**src/rtl/mem_loader.sv**
```systemverilog
// Boot loader: parses a length-prefixed byte stream into instruction and data
// memories, then releases the core (or flags an oversize length and halts).
module mem_loader #(
    parameter int IM_DEPTH = 256,
    parameter int DM_DEPTH = 1024
) (
    input  logic        clk,
    input  logic        rst_n,
    input  logic        start,
    input  logic [7:0]  rx_data,
    input  logic        rx_valid,
    output logic        rx_ready,
    output logic [15:0] im_addr,
    output logic [7:0]  im_wdata,
    output logic        im_wr,
    output logic [15:0] dm_addr,
    output logic [7:0]  dm_wdata,
    output logic        dm_wr,
    output logic        core_run,
    output logic        err
);

    typedef enum logic [3:0] {
        IDLE, IM_LH, IM_LL, IM_LOAD, DM_LH, DM_LL, DM_LOAD, RUN, ERROR
    } state_t;

    localparam logic [16:0] IM_MAX = 17'(IM_DEPTH);
    localparam logic [16:0] DM_MAX = 17'(DM_DEPTH);

    state_t      state_q;
    logic [15:0] imLen_q, dmLen_q, cnt_q;
    logic        rx_ready_q, im_wr_q, dm_wr_q, core_run_q, err_q;
    logic [15:0] im_addr_q, dm_addr_q;
    logic [7:0]  im_wdata_q, dm_wdata_q;

    logic        xfer;
    logic [15:0] imLenFull, dmLenFull, cntNext;

    assign xfer      = rx_valid & rx_ready_q;
    assign imLenFull = {imLen_q[15:8], rx_data};
    assign dmLenFull = {dmLen_q[15:8], rx_data};
    assign cntNext   = cnt_q + 16'd1;

    // cnt_q is shared by both payload phases and restarts at 0 for each.
    // core_run rises one cycle after the final DM strobe, i.e. the first
    // cycle spent in RUN drives it; a zero DM length sets it directly.
    always_ff @(posedge clk or negedge rst_n) begin
        if (!rst_n) begin
            state_q    <= IDLE;
            imLen_q    <= '0;
            dmLen_q    <= '0;
            cnt_q      <= '0;
            rx_ready_q <= 1'b0;
            im_wr_q    <= 1'b0;
            dm_wr_q    <= 1'b0;
            core_run_q <= 1'b0;
            err_q      <= 1'b0;
            im_addr_q  <= '0;
            dm_addr_q  <= '0;
            im_wdata_q <= '0;
            dm_wdata_q <= '0;
        end else begin
            im_wr_q <= 1'b0;
            dm_wr_q <= 1'b0;
            case (state_q)
                IDLE: begin
                    if (start) begin
                        state_q    <= IM_LH;
                        rx_ready_q <= 1'b1;
                    end
                end
                IM_LH: begin
                    if (xfer) begin
                        imLen_q[15:8] <= rx_data;
                        state_q       <= IM_LL;
                    end
                end
                IM_LL: begin
                    if (xfer) begin
                        imLen_q <= imLenFull;
                        cnt_q   <= '0;
                        if ({1'b0, imLenFull} > IM_MAX) begin
                            state_q    <= ERROR;
                            rx_ready_q <= 1'b0;
                            err_q      <= 1'b1;
                        end else if (imLenFull == 16'd0) begin
                            state_q <= DM_LH;
                        end else begin
                            state_q <= IM_LOAD;
                        end
                    end
                end
                IM_LOAD: begin
                    if (xfer) begin
                        im_wr_q    <= 1'b1;
                        im_addr_q  <= cnt_q;
                        im_wdata_q <= rx_data;
                        if (cntNext == imLen_q) begin
                            cnt_q   <= '0;
                            state_q <= DM_LH;
                        end else begin
                            cnt_q <= cntNext;
                        end
                    end
                end
                DM_LH: begin
                    if (xfer) begin
                        dmLen_q[15:8] <= rx_data;
                        state_q       <= DM_LL;
                    end
                end
                DM_LL: begin
                    if (xfer) begin
                        dmLen_q <= dmLenFull;
                        cnt_q   <= '0;
                        if ({1'b0, dmLenFull} > DM_MAX) begin
                            state_q    <= ERROR;
                            rx_ready_q <= 1'b0;
                            err_q      <= 1'b1;
                        end else if (dmLenFull == 16'd0) begin
                            state_q    <= RUN;
                            rx_ready_q <= 1'b0;
                            core_run_q <= 1'b1;
                        end else begin
                            state_q <= DM_LOAD;
                        end
                    end
                end
                DM_LOAD: begin
                    if (xfer) begin
                        dm_wr_q    <= 1'b1;
                        dm_addr_q  <= cnt_q;
                        dm_wdata_q <= rx_data;
                        if (cntNext == dmLen_q) begin
                            cnt_q      <= '0;
                            state_q    <= RUN;
                            rx_ready_q <= 1'b0;
                        end else begin
                            cnt_q <= cntNext;
                        end
                    end
                end
                RUN: begin
                    core_run_q <= 1'b1;
                end
                ERROR: begin
                    err_q <= 1'b1;
                end
                default: begin
                    state_q    <= IDLE;
                    rx_ready_q <= 1'b0;
                end
            endcase
        end
    end

    assign rx_ready = rx_ready_q;
    assign im_addr  = im_addr_q;
    assign im_wdata = im_wdata_q;
    assign im_wr    = im_wr_q;
    assign dm_addr  = dm_addr_q;
    assign dm_wdata = dm_wdata_q;
    assign dm_wr    = dm_wr_q;
    assign core_run = core_run_q;
    assign err      = err_q;

endmodule

```
**config.mk**
```make
export PLATFORM = sky130hd
export DESIGN_NAME = mem_loader
export DESIGN_NICKNAME = d
export VERILOG_FILES = /design/src/rtl/mem_loader.sv
export SDC_FILE = /design/constraint.sdc
export NUM_CORES = 1
export LEC_CHECK = 0
export CORE_MARGIN = 1.5
export CORE_UTILIZATION = 32
export DETAILED_ROUTE_END_ITERATION = 10
export GPL_ROUTABILITY_DRIVEN = 0
export PLACE_DENSITY = 0.56
export SLEW_MARGIN = 20
export SYNTH_ARGS = -nofsm -noshare
export SYNTH_HDL_FRONTEND = slang
export SYNTH_SLANG_ARGS = --single-unit
```
**constraint.sdc**
```tcl
create_clock -name clk -period 4 [get_ports clk]
set_clock_uncertainty 0.1 [all_clocks]
set_input_delay 0.6 -clock clk [delete_from_list [all_inputs] [get_ports clk]]
set_output_delay 0.6 -clock clk [all_outputs]
set_load 0.005 [all_outputs]
```
; After elaboration in Yosys (flattened, before gate mapping)
; Index checks and enable logic that the tools add are counted.
[word_totals]
regBits = 105
latchBits = 0
mem_bits_rw = 0
romBits = 0
in_bits = 12
output_inout_bits = 53
wordCells = 112
mem_count = 0
[classes]
add_sub_neg = 1
multipliers = 0
div_mod_pow = 0
magnitude_cmp = 2
eq_ne = 25
n_shift = 0
muxes = 44
n_bitwise = 5
n_reduce_logical = 20
[ops]
columns = op, count
row1 = two-way mux 16 bit, 5
row2 = case mux 16 bit (3 select lines), 1
row3 = two-way mux 4 bit, 11
row4 = == test 16 bit, 2
row5 = logical NOT 16 bit, 2
row6 = case mux 4 bit (8 select lines), 1
row7 = case mux 8 bit (2 select lines), 2
row8 = "!= test 2 bit, second input constant", 13
row9 = two-way mux 1 bit, 19
row10 = "adder 16 x 1 -> 16 bit, second input constant", 1
row11 = "== test 4 x 3 -> 1 bit, second input constant", 4
row12 = "greater-than comparator 16 x 11 -> 1 bit, second input constant", 1
row13 = "greater-than comparator 16 x 9 -> 1 bit, second input constant", 1
row14 = AND reduction 10 bit, 1
row15 = "== test 4 x 2 -> 1 bit, second input constant", 2
row16 = two-way mux 8 bit, 1
row17 = AND reduction 2 bit, 4
row18 = AND reduction 4 bit, 2
row19 = AND reduction 8 bit, 1
row20 = AND reduction 3 bit, 2
row21 = nonzero test 3 bit, 2
row22 = case mux 1 bit (5 select lines), 1
row23 = AND reduction 5 bit, 1
row24 = OR reduction 5 bit, 1
row25 = 12 further kinds, 16

; Depth between registers and ports, before layout
; Gate-level depths: netlist of run 1.
[logic_depth]
word_depth = 5
ltp_mapped = 13
ltp_nobuf = 9

; Least setup slack after synthesis of run 1
; Ideal clock, no wire load.
[synth_path]
path_type = register to register
start = register cnt_q[7]
end = register state_q[1]
setup_ps = 125
t_arrival_ps = 2725
required_ps = 3775
setup_slack_ps = 1050
path_stages_with_launch = 10
path_buffers = 1
cell_sequence = dfrtp_1 clkbuf_1 nand2_1 nor3_1 mux2_2 a2111oi_0 nand4_1 a21oi_1 o311a_2 mux2_2
[synth_between]
elab_chain_cells = 4
[synth_lines]
columns = item, line
row1 = "start, declared", 31  ; logic [15:0] imLen_q, dmLen_q, cnt_q;
row2 = "start signal, assigned", 102  ; cnt_q <= cntNext;
row3 = "start signal, assigned", 139  ; cnt_q <= cntNext;
row4 = adder 16 x 1 -> 16 bit (*), 42  ; assign cntNext = cnt_q + 16'd1;
row5 = "== test 16 bit, on equally long branches", "134, 98"
row6 = != test 2 bit (no source line), --
row7 = AND reduction 10 bit (no source line) (*), --
row8 = "end signal, assigned", 49  ; state_q <= IDLE;
row9 = "end signal, assigned", 136  ; state_q <= RUN;
row10 = "end signal, assigned", 150  ; state_q <= IDLE;
row11 = "end, declared", 30  ; state_t state_q;
; Every way passes the cells marked *; elsewhere a longest branch is shown, timed or not.
; A chain may end at the register's enable or synchronous reset.

; Worst setup path after layout of run 1
[layout_path]
start = register cnt_q[0]
end = register cnt_q[0]
[layout_between]
elab_chain_cells = 5
[layout_lines]
columns = item, line
row1 = adder 16 x 1 -> 16 bit (*), 42
row2 = "== test 16 bit, on equally long branches", "134, 98"
row3 = "two-way mux 16 bit, on equally long branches", "134, 98"
row4 = "two-way mux 16 bit, on equally long branches", "130, 94"
row5 = case mux 16 bit (3 select lines) (*), 65  ; case (state_q)
; Every way passes the cells marked *; elsewhere a longest branch is shown, timed or not. The select of a mux whose other input is x is not followed.

==> results.cfg, run 1 <==
[synth]
avgSynthCellArea_sq_um = 10.1
synth_edf_count = 0
ys_warn_count = 0
synth_cell_types = 65
yosys_register_bits = 105
ys_seq_area_share_pct = 46.7
synth_cells = 559
synth_compound_area_share_pct = 10.0
synth-simple-area-share_pct = 19.3
synthAdderAreaFrac_pct = 0.222
synth_area_sq_mm = 0.00563
synth-async-reset-ratio_pct = 100
synth_nets = 572
synth.mux.area_fraction_pct = 12.5
synthFlopType = dfrtp_1
synth_top_family_by_area = simple AND/OR/NAND/NOR gates
synth-xor-area-share_pct = 6.69

[drt]
route.detailed.wl_per_inst_um = 17.9
first_iter_violations = 261
wl_mm = 15.0
via_count = 4443
drt_pass1_iterations = 6
vias_per_cell = 5.28
antenna_left = 0
drcViolationCount = 0

[timing]
setup-tns-final_ns = 0
finalSetupViolations = 0
min_period_ns = 3.76
slew-limit-headroom_pct = 40.8
max_freq_mhz = 266
slew_violations = 0
finalWorstSetupSlack_ns = 0.241
rsz0062_at_grt = no
finalCritPeriodShare_pct = 94.0
tightest_slew_ns = 0.889
hold_viol_final = 0

[cts]
cts_buffers = 9
cts_resized = 0
clock_sinks = 105
cts_max_level = 3
root_buffer = clkbuf_16
post-cts-setup-buffer-count = 0
ctsHoldBuffers = 0
clk-insertion-delay-late_ns = 0.36
cts_buffer_depth = 2
tritoncts = yes
path_clk_slew_ns = 0.07

[global_routing]
first_global_vias = 4394
grt_usage_pct = 17.5
grt_antenna_before_repair = 0
grt_overflow_total = 0
grt_pass1_wl_mm = 24.4
grt_max_degree = 71

[setup_path]
crit_type = register to register
worstPathMaxFanout = 15
startpoint_type = register
crit_arrival_ns = 3.90
endpoint_kind = register
cp.required_ns = 4.14

[floorplan]
die-area_sq_mm = 0.0184
fp.dieH_um = 136
core_sq_mm = 0.0172
num_rows = 48
initial_utilization_pct = 32.7
die_width_um = 136
ioPinCount = 65

[job]
maxCapViolCount = 0

[placement]
hpwl_mm = 10.9
post-place-ws_ns = 0.260
io_buffers = 64

[power_and_ir_drop]
total_power_uw = 1950
vdd_drop_max_uv = 197
powerDensity_mw_per_mm2 = 288
p_leak_uw = 0.00302

[finish]
syn2layout_area_growth_pct = 20.2
finalNetCount = 624
drive_above_1_share_pct = 17.5
diodes = 0
utilization_pct = 39.3

[outcome]
outcome = finished, final reports clean

[hold_path]
hp-class = input pin to asynchronous set/reset pin
==> area by class of cell <==
type                            count  area (sq um)
Fill cell                        1690         10500
Multi-Input combinational cell    401          2750
Sequential cell                   105          2630
Timing Repair Buffer               85           796
Tap cell                          225           282
Clock buffer                        9           225
Clock inverter                      7          52.6
Inverter                            9          33.8
==> per-layer routing <==
metal | up-vias | track usage (%) | share of wire [%]
li1 | 2083 | - | -
met1 | 2196 | 24.0 | 46
met2 | 141 | 27.6 | 47
met3 | 23 | 3.22 | 5.0
met4 | 0 | 6.09 | 2.1
met5 | - | 0 | 0
==> path summary, 6_finish.rpt <==
| check | startpoint | endpoint | slack (ns) | depth (start not counted) |
|---|---|---|---|---|
| max reg2reg | cnt_q[0]$_DFFE_PN0P_ | cnt_q[0]$_DFFE_PN0P_ | 0.24 | 8 |
| min reg2reg | im_addr[15]$_DFFE_PN0P_ | im_addr[15]$_DFFE_PN0P_ | 0.37 | 2 |
| min in group clk | im_addr[15]$_DFFE_PN0P_ | im_addr[15]$_DFFE_PN0P_ | 0.37 | 2 |
| max in group asynchronous | rst_n | dm_addr[12]$_DFFE_PN0P_ | 2.72 | 2 |
| max | cnt_q[0]$_DFFE_PN0P_ | cnt_q[0]$_DFFE_PN0P_ | 0.24 | 8 |
| min | rst_n | im_wdata[4]$_DFFE_PN0P_ | 0.25 | 1 |
==> critical path, cell delays in order, from the launching register on <==
cell and delay, ns:
dfrtp_1 0.58, nand4_2 0.28, nor3_1 0.52, mux2_2 0.39, a2111oi_0 0.52, nand4_1 0.26, and2_1 0.45, a21o_1 0.26
mux2_2 0.27
==> cells in the final DEF, fill, tap and decap left out, types with 11 or more instances in the layout <==
| cell type | n |
|---|---|
| dfrtp_1 | 105 |
| nand2_1 | 90 |
| clkdlybuf4s50_1 | 63 |
| mux2_2 | 60 |
| xnor2_1 | 28 |
| nor2_1 | 26 |
| nand3_1 | 24 |
| buf_4 | 22 |
| o21ai_0 | 19 |
| xor2_1 | 15 |
| a21oi_1 | 11 |
==> cells by family (layout without fill, tap and decap cells) <==
logic type | Yosys count | after routing
adders and majority gates | 1 | 1
xor gates and xnor gates | 43 | 43
muxes | 63 | 63
and+or+nand+nor | 215 | 215
buffers and inverters | 53 | 110
AOI/OAI and AO/OA | 79 | 79
DFF | 105 | 105
==> cell usage after synthesis, types with 4 or more instances <==
master / n / area (sq um)
dfrtp_1: 105 / 2630
nand2_1: 90 / 338
mux2_2: 60 / 676
xnor2_1: 28 / 245
clkbuf_1: 27 / 101
nor2_1: 26 / 97.6
nand3_1: 24 / 120
o21ai_0: 19 / 95.1
xor2_1: 15 / 131
a21oi_1: 11 / 55.1
nor3_1: 11 / 55.1
a221oi_1: 10 / 87.6
inv_1: 8 / 30.0
nand2b_1: 8 / 50.1
nor4_1: 8 / 50.1
and3_1: 7 / 43.8
buf_2: 7 / 35.0
or3_1: 6 / 37.5
or4_1: 6 / 45.0
nor2b_1: 5 / 31.3
a31oi_1: 4 / 25.0
and2_1: 4 / 25.0
and4_1: 4 / 35.0
==> where the power goes <==
| part | leakage, uW | switching [uW] | total, uW | internal, uW |
|---|---|---|---|---|
| Combinational | 0.00144 | 34.6 | 49.1 | 14.4 |
| Sequential | 0.00145 | 0 | 1060 | 1060 |
| Clock | 0.000136 | 414 | 841 | 427 |
| Total | 0.00302 | 449 | 1950 | 1500 |
==> metrics by stage <==
stage | hold slack [ns] | cell area (sq um) | cells
2_1_floorplan | 0.204 | 5630 | 559
3_3_place_gp | 0.358 | 6490 | 825
3_5_place_dp | 0.362 | 6490 | 825
4_1_cts | 0.295 | 6770 | 841
5_1_grt | 0.312 | 6770 | 841
6_report | 0.250 | 6770 | 841
==> registers in the layout, indices dropped and copies added, names as in the netlist <==
name,cells
im_wdata,8
dmLen_q,16
state_q,4
rx_ready,1
dm_wr,1
dm_addr,16
im_wr,1
imLen_q,16
err,1
core_run,1
dm_wdata,8
im_addr,16
cnt_q,16
Note: power is estimated with default switching activity, not from simulation.
==> run 2: changes to the inputs <==
--- a/config.mk
+++ b/config.mk
@@ -5,6 +5,7 @@
 export SDC_FILE = /design/constraint.sdc
 export NUM_CORES = 1
 export LEC_CHECK = 0
+export CAP_MARGIN = 10
 export CORE_MARGIN = 1.5
 export CORE_UTILIZATION = 32
 export DETAILED_ROUTE_END_ITERATION = 10
==> results of run 2 <==
Same layout as run 1: the final DEF is identical, and so are final timing and power.
